$ cat src/rtl/piece_pkg.sv
// Shared definitions for the active-piece controller.
//   - Default geometry (block size, well size, pixel origin, spawn column)
//   - FSM state, piece type and request-kind encodings
//   - Neighbour-mask bit -> cell offset tables
//   - Shape ROM: (piece type, rotation) -> 12-bit neighbour mask
package piece_pkg;

    localparam int SIZE_DEF      = 16;
    localparam int COLS_DEF      = 10;
    localparam int ROWS_DEF      = 20;
    localparam int X0_DEF        = 240;
    localparam int Y0_DEF        = 80;
    localparam int SPAWN_COL_DEF = 4;

    typedef enum logic [2:0] {
        ST_IDLE,
        ST_CHECK,
        ST_ACTIVE,
        ST_LOCK,
        ST_OVER
    } state_t;

    typedef enum logic [2:0] {
        PT_I    = 3'd0,
        PT_O    = 3'd1,
        PT_T    = 3'd2,
        PT_S    = 3'd3,
        PT_Z    = 3'd4,
        PT_L    = 3'd5,
        PT_J    = 3'd6,
        PT_NONE = 3'd7
    } piece_t;

    // What produced the candidate currently held for the collision checker;
    // decides where a rejected candidate sends the FSM.
    typedef enum logic [2:0] {
        RQ_NONE,
        RQ_SPAWN,
        RQ_ROT,
        RQ_LEFT,
        RQ_RIGHT,
        RQ_DROP
    } req_t;

    // Cell offset of each mask bit relative to the anchor cell (bit 1).
    localparam int OFF_DX [12] = '{-1, 0, 1, 2, 3, -1, 0, 1, -1, 0, 1, 0};
    localparam int OFF_DY [12] = '{ 0, 0, 0, 0, 0,  1, 1, 1,  2, 2, 2, 3};

    // L and J: the orientations whose anchor cell would need a cell two
    // columns to its left cannot be expressed in the offset table, so the
    // horizontal pose repeats on rotations 0 and 2, as I/S/Z do.
    function automatic logic [11:0] shape(input logic [2:0] typ, input logic [1:0] rot);
        logic [11:0] m;
        m = 12'h000;
        case (typ)
            PT_I: m = rot[0] ? 12'hA42 : 12'h00F;
            PT_O: m = 12'h0C6;
            PT_T: begin
                case (rot)
                    2'd0: m = 12'h047;
                    2'd1: m = 12'h262;
                    2'd2: m = 12'h0E2;
                    default: m = 12'h2C2;
                endcase
            end
            PT_S: m = rot[0] ? 12'h4C2 : 12'h066;
            PT_Z: m = rot[0] ? 12'h162 : 12'h0C3;
            PT_L: begin
                case (rot)
                    2'd1: m = 12'h642;
                    2'd3: m = 12'h243;
                    default: m = 12'h027;
                endcase
            end
            PT_J: begin
                case (rot)
                    2'd1: m = 12'h342;
                    2'd3: m = 12'h246;
                    default: m = 12'h087;
                endcase
            end
            default: m = 12'h000;
        endcase
        return m;
    endfunction

endpackage

$ cat src/rtl/piece_fit.sv
// Combinational wall/floor checker.
//   col_i  : candidate anchor column, signed (may be -1 after a left move)
//   row_i  : candidate anchor row
//   mask_i : candidate neighbour mask
//   fits_o : 1 when every occupied cell lies in columns 0..COLS-1 and
//            rows 0..ROWS-1
module piece_fit
    import piece_pkg::*;
#(
    parameter int COLS = COLS_DEF,
    parameter int ROWS = ROWS_DEF
) (
    input  logic signed [5:0]  col_i,
    input  logic        [5:0]  row_i,
    input  logic        [11:0] mask_i,
    output logic               fits_o
);

    // NOTE: fits_o gets a value before the loop so every path assigns it;
    // without that default a combinational block infers a latch.
    always_comb begin
        fits_o = 1'b1;
        for (int i = 0; i < 12; i++) begin
            if (mask_i[i]) begin
                if ((int'(col_i) + OFF_DX[i] < 0) ||
                    (int'(col_i) + OFF_DX[i] > COLS - 1) ||
                    (int'(row_i) + OFF_DY[i] > ROWS - 1)) begin
                    fits_o = 1'b0;
                end
            end
        end
    end

endmodule

$ cat src/rtl/piece_ctrl.sv
// Active-piece controller feeding the shape renderer.
//   spawn_valid/piece_type     : new piece request, accepted in IDLE only
//   mv_left/mv_right/rot_cw/drop_tick : move pulses, accepted in ACTIVE only
//   cand_valid/cand_col/cand_row/cand_mask : candidate to the stack checker
//   cand_ack/cand_ok           : checker response (cand_ok valid with ack)
//   ref_x/ref_y/mask/show      : renderer anchor (pixels), mask, visibility
//   lock                       : one-cycle pulse when the piece settles
//   game_over                  : sticky until reset; spawn hit the stack
module piece_ctrl
    import piece_pkg::*;
#(
    parameter int SIZE      = SIZE_DEF,
    parameter int COLS      = COLS_DEF,
    parameter int ROWS      = ROWS_DEF,
    parameter int X0        = X0_DEF,
    parameter int Y0        = Y0_DEF,
    parameter int SPAWN_COL = SPAWN_COL_DEF
) (
    input  logic        clk,
    input  logic        rst_n,
    input  logic        spawn_valid,
    input  logic [2:0]  piece_type,
    input  logic        mv_left,
    input  logic        mv_right,
    input  logic        rot_cw,
    input  logic        drop_tick,
    output logic        cand_valid,
    output logic [3:0]  cand_col,
    output logic [4:0]  cand_row,
    output logic [11:0] cand_mask,
    input  logic        cand_ack,
    input  logic        cand_ok,
    output logic [9:0]  ref_x,
    output logic [9:0]  ref_y,
    output logic [11:0] mask,
    output logic        show,
    output logic        lock,
    output logic        game_over
);

    state_t      state_q, state_d;
    req_t        req_q, req_d;
    logic [3:0]  col_q, col_d;
    logic [4:0]  row_q, row_d;
    logic [1:0]  rot_q, rot_d;
    logic [2:0]  type_q, type_d;
    logic [11:0] mask_q, mask_d;
    logic        cv_q, cv_d;
    logic [3:0]  ccol_q, ccol_d;
    logic [4:0]  crow_q, crow_d;
    logic [1:0]  crot_q, crot_d;
    logic [2:0]  ctype_q, ctype_d;
    logic [11:0] cmask_q, cmask_d;

    // Winning request and the position it would move the piece to.
    req_t               win;
    logic signed [5:0]  try_col;
    logic        [5:0]  try_row;
    logic        [1:0]  try_rot;
    logic        [11:0] try_mask;
    logic               try_fits;

    always_comb begin
        win     = RQ_NONE;
        try_col = $signed({2'b00, col_q});
        try_row = {1'b0, row_q};
        try_rot = rot_q;
        if (rot_cw) begin
            win     = RQ_ROT;
            try_rot = rot_q + 2'd1;
        end else if (mv_left) begin
            win     = RQ_LEFT;
            try_col = $signed({2'b00, col_q}) - 6'sd1;
        end else if (mv_right) begin
            win     = RQ_RIGHT;
            try_col = $signed({2'b00, col_q}) + 6'sd1;
        end else if (drop_tick) begin
            win     = RQ_DROP;
            try_row = {1'b0, row_q} + 6'd1;
        end
    end

    assign try_mask = shape(type_q, try_rot);

    piece_fit #(
        .COLS (COLS),
        .ROWS (ROWS)
    ) u_fit (
        .col_i  (try_col),
        .row_i  (try_row),
        .mask_i (try_mask),
        .fits_o (try_fits)
    );

    always_comb begin
        state_d = state_q;
        req_d   = req_q;
        col_d   = col_q;
        row_d   = row_q;
        rot_d   = rot_q;
        type_d  = type_q;
        mask_d  = mask_q;
        cv_d    = cv_q;
        ccol_d  = ccol_q;
        crow_d  = crow_q;
        crot_d  = crot_q;
        ctype_d = ctype_q;
        cmask_d = cmask_q;

        case (state_q)
            ST_IDLE: begin
                if (spawn_valid && (piece_type != PT_NONE)) begin
                    ccol_d  = 4'(SPAWN_COL);
                    crow_d  = 5'd0;
                    crot_d  = 2'd0;
                    ctype_d = piece_type;
                    cmask_d = shape(piece_type, 2'd0);
                    cv_d    = 1'b1;
                    req_d   = RQ_SPAWN;
                    state_d = ST_CHECK;
                end
            end

            ST_ACTIVE: begin
                if (win != RQ_NONE) begin
                    if (try_fits) begin
                        // A fitting candidate is inside the well, so the
                        // narrowing to the register widths is lossless.
                        ccol_d  = try_col[3:0];
                        crow_d  = try_row[4:0];
                        crot_d  = try_rot;
                        ctype_d = type_q;
                        cmask_d = try_mask;
                        cv_d    = 1'b1;
                        req_d   = win;
                        state_d = ST_CHECK;
                    end else if (win == RQ_DROP) begin
                        state_d = ST_LOCK;
                    end
                end
            end

            ST_CHECK: begin
                if (cand_ack && cv_q) begin
                    cv_d = 1'b0;
                    if (cand_ok) begin
                        col_d   = ccol_q;
                        row_d   = crow_q;
                        rot_d   = crot_q;
                        type_d  = ctype_q;
                        mask_d  = cmask_q;
                        state_d = ST_ACTIVE;
                    end else begin
                        case (req_q)
                            RQ_DROP:  state_d = ST_LOCK;
                            RQ_SPAWN: state_d = ST_OVER;
                            default:  state_d = ST_ACTIVE;
                        endcase
                    end
                end
            end

            ST_LOCK: state_d = ST_IDLE;

            ST_OVER: state_d = ST_OVER;

            default: state_d = ST_IDLE;
        endcase
    end

    // NOTE: state registers use non-blocking assignments so every flop
    // samples the pre-edge values regardless of statement order.
    always_ff @(posedge clk or negedge rst_n) begin
        if (!rst_n) begin
            state_q <= ST_IDLE;
            req_q   <= RQ_NONE;
            col_q   <= 4'(SPAWN_COL);
            row_q   <= 5'd0;
            rot_q   <= 2'd0;
            type_q  <= 3'd0;
            mask_q  <= 12'h000;
            cv_q    <= 1'b0;
            ccol_q  <= 4'd0;
            crow_q  <= 5'd0;
            crot_q  <= 2'd0;
            ctype_q <= 3'd0;
            cmask_q <= 12'h000;
        end else begin
            state_q <= state_d;
            req_q   <= req_d;
            col_q   <= col_d;
            row_q   <= row_d;
            rot_q   <= rot_d;
            type_q  <= type_d;
            mask_q  <= mask_d;
            cv_q    <= cv_d;
            ccol_q  <= ccol_d;
            crow_q  <= crow_d;
            crot_q  <= crot_d;
            ctype_q <= ctype_d;
            cmask_q <= cmask_d;
        end
    end

    assign cand_valid = cv_q;
    assign cand_col   = ccol_q;
    assign cand_row   = crow_q;
    assign cand_mask  = cmask_q;

    // Position only changes on commit, so the anchor naturally holds while
    // the piece is hidden.
    assign ref_x = 10'(X0 + int'(col_q) * SIZE);
    assign ref_y = 10'(Y0 + int'(row_q) * SIZE);
    assign mask  = mask_q;

    // The piece stays visible while a move is being checked; a spawn
    // candidate is not shown until the checker accepts it.
    assign show      = (state_q == ST_ACTIVE) || (state_q == ST_LOCK) ||
                       ((state_q == ST_CHECK) && (req_q != RQ_SPAWN));
    assign lock      = (state_q == ST_LOCK);
    assign game_over = (state_q == ST_OVER);

endmodule

$ cat config.mk
export PLATFORM = sky130hd
export DESIGN_NAME = piece_ctrl
export DESIGN_NICKNAME = d
export VERILOG_FILES = /design/src/rtl/piece_pkg.sv /design/src/rtl/piece_fit.sv /design/src/rtl/piece_ctrl.sv
export SDC_FILE = /design/constraint.sdc
export NUM_CORES = 1
export LEC_CHECK = 0
export BUFFER_PORTS_ARGS = -buffer_cell sky130_fd_sc_hd__buf_2
export CORE_AREA = 2 2 100 102
export DETAILED_ROUTE_END_ITERATION = 7
export DIE_AREA = 0 0 102 104
export SYNTH_ARGS = -nofsm -noshare
export SYNTH_HDL_FRONTEND = slang
export SYNTH_SLANG_ARGS = --single-unit
$ cat constraint.sdc
create_clock -name clk -period 9.1 [get_ports clk]
set_input_delay 0.455 -clock clk [delete_from_list [all_inputs] [get_ports clk]]
set_output_delay 0.455 -clock clk [all_outputs]
set_load 0.005 [all_outputs]
==> results.sh <==
export IMPL_status="finished clean"
export IMPL_setup_worst_path_class="in -> reg"
export IMPL_cts_sinks=57
export IMPL_hold_viol_final=0
export IMPL_drv_cap=0
export IMPL_finClkSkew_ns=0.00948
export IMPL_die_w_um=102
export IMPL_required_ns=9.34
export IMPL_synth_xor_xnor_area_share=0.0336
export IMPL_cts_hold_buf=0
export IMPL_antenna_cells=0
export IMPL_clock_latency_ns=0.34
export IMPL_slew_violations=0
export IMPL_layout_drive_gt1_share=0.210
export IMPL_synth_top_area_cell="dfrtp_1"
export IMPL_gp_congestion=0.879
export IMPL_wl_per_cell_um=16.0
export IMPL_path_clk_slew_ns=0.07
export IMPL_firstDrtPassIters=6
export IMPL_cts_resized=0
export IMPL_seq_area_frac_synth=0.342
export IMPL_tightest_slew_ns=1.10
export IMPL_start_util=0.437
export IMPL_end_kind="flop"
export IMPL_fp_dieH_um=104
export IMPL_synth_area_leaders="dfrtp_1 34%, mux2_2 5.4%, nand2_1 5.0%"
export IMPL_instances_no_fill=666
export IMPL_yosysUniqueCellTypes=70
export IMPL_hp_class="in -> async"
export IMPL_synth_adder_area_share=0.0414
export IMPL_synth_seq_cells=57
export IMPL_grt_max_degree=58
export IMPL_synth_common_cells="56 x dfrtp_1, 56 x nand2_1, 30 x clkbuf_1"
export IMPL_synth_area_sq_um=4180
export IMPL_grt_pass1_wl_um=17500
export IMPL_critical_path_startpoint_type="input port"
export IMPL_vias=3775
export IMPL_drt_iter0_drc=352
export IMPL_synth_compound_area_frac=0.208
export IMPL_dp_cells=650
export IMPL_syn_to_final_growth_pct=11.8
export IMPL_async_flop_share=1.00
export IMPL_grt_overflow=0
export IMPL_leakagePower_nw=2.07
export IMPL_relSlewSlack=0.259
export IMPL_cp_data_arrival_time_ns=4.94
export IMPL_synth_simple_gate_area_share=0.206
export IMPL_grt_pass1_vias=3362
export IMPL_yosys_most_used_dff="dfrtp_1"
export IMPL_synth_area_mux_share=0.0869
export IMPL_fp_dieArea_sq_um=10600
export IMPL_dpl_hpwl_um=7480
export IMPL_numCtsBuffers=9
export IMPL_period_share=0.516
export IMPL_cts_setup_buffers=0
export IMPL_p_per_area_nw_per_um2=321
export IMPL_grt_usage=0.207
export IMPL_rsz0062_at_grt="false"
export IMPL_yosysWarnings=0
export IMPL_via_per_inst=5.67
export IMPL_postRouteWirelength_um=10700
export IMPL_synthCells=496
export IMPL_synth_edf_count=0
export IMPL_htree_levels=3
export IMPL_synth_top_family_by_area="compound AO/OA/AOI/OAI gates"
export IMPL_crit_fanout=18
export IMPL_setup_viol=0
export IMPL_fin_nets=553
export IMPL_peakVddDrop_mv=0.165
export IMPL_antenna_found_initial=0
export IMPL_max_freq_mhz=213
export IMPL_syn_area_per_cell_sq_um=8.42
export IMPL_io_buffers=57
export IMPL_num_rows=36
export IMPL_drc=0
export IMPL_cts_tree="yes"
export IMPL_layout_min_cycle_time_ns=4.70
export IMPL_drtAntennaViolNets=0
export IMPL_synth_top_area_frac=0.336
export IMPL_pin_count=69
export IMPL_setup_tns_ns=0
export IMPL_core_area_sq_um=9550
export IMPL_clock_path_buffers=2
export IMPL_clock_root_buffer="clkbuf_8"
## flip-flops by register name (all words and copies together) (netlist names)
name / cells
cand_mask: 11
col_q: 4
rot_q: 2
cand_valid: 1
cand_col: 4
req_q: 3
mask: 11
state_q: 3
ctype_q: 3
type_q: 3
cand_row: 5
row_q: 5
crot_q: 2
## where the power goes
part	internal (mW)	switching, mW	leakage, nW
clock network	0.161	0.110	0.113
registers	0.346	0.120	0.730
logic	0.312	0.449	1.23
total	0.820	0.679	2.07
## critical path: stages
cell       delay [ns]
buf_2            0.18
or4b_1           0.74
mux2i_1          0.47
inv_1            0.16
ha_1             0.31
a21oi_1          0.30
o22ai_1          0.13
and3_1           0.19
or4_1            0.51
a2111oi_2        0.34
nand4_1          0.25
or2_1            0.57
o31ai_1          0.33
## layer usage
layer  wire, um  global-route usage  vias to the layer above  part of all wire
met3        634              0.0376                       10             0.059
met1       5250               0.320                     1797              0.49
li1           -                   -                     1814                 -
met4        107              0.0524                        0             0.010
met5          0                   0                        -                 0
met2       4700               0.294                      154              0.44
## through the flow
stage	setup WS, ns	cell area [sq um]	hold slack, ns	util	power [mW]
2_1_floorplan	4.84	4210	0.159	-	1.00
5_1_grt	4.05	4670	0.318	0.489	1.62
6_report	4.40	4670	0.250	0.489	1.50
3_5_place_dp	4.10	4450	0.487	0.466	1.22
4_1_cts	4.41	4670	0.282	0.489	1.49
3_3_place_gp	4.24	4450	0.480	0.466	1.20
## cells in the final DEF (no fill, tap or decap), types with 12 or more instances in the layout
cell type | netlist | final
a31oi_1 | 20 | 20
buf_2 | 4 | 57
a21oi_1 | 25 | 25
xnor2_1 | 12 | 12
ha_1 | 13 | 13
dfrtp_1 | 56 | 56
nand2_1 | 56 | 56
and2_1 | 16 | 16
o21ai_0 | 28 | 28
nand3_1 | 13 | 13
mux2_2 | 20 | 20
nor2_1 | 22 | 22
inv_1 | 20 | 20
## area by class of cell
type | count | area, sq um
sequential | 57 | 1430
clock inverter | 5 | 78.8
inverter | 23 | 86.3
fill | 926 | 4880
timing repair buffer | 62 | 323
clock buffer | 11 | 141
multi-input combinational | 375 | 2450
tap | 133 | 166
## final timing paths
kind                       depth (start not counted)                      end                 start  slack (ns)
setup / recovery                                  13  cand_col[1]$_DFFE_PN0P_                rot_cw        4.40
min in group clk                                   4   cand_valid$_DFFE_PN0P_              cand_ack        0.43
setup reg to reg                                  13  cand_col[1]$_DFFE_PN0P_  row_q[1]$_DFFE_PN0P_        4.48
max in group asynchronous                          2     rot_q[1]$_DFFE_PN0P_                 rst_n        8.34
hold reg to reg                                    1      mask[7]$_DFFE_PN0P_   mask[7]$_DFFE_PN0P_        0.50
hold / removal                                     2     mask[10]$_DFFE_PN0P_                 rst_n        0.25
## cell families after synthesis
group,after synthesis
flops,57
fa+ha+maj,14
simple gates,169
buf+inv,74
other cells,1
mux,31
compound gates,134
xor+xnor,16
Note: power is estimated with default switching activity, not from simulation.
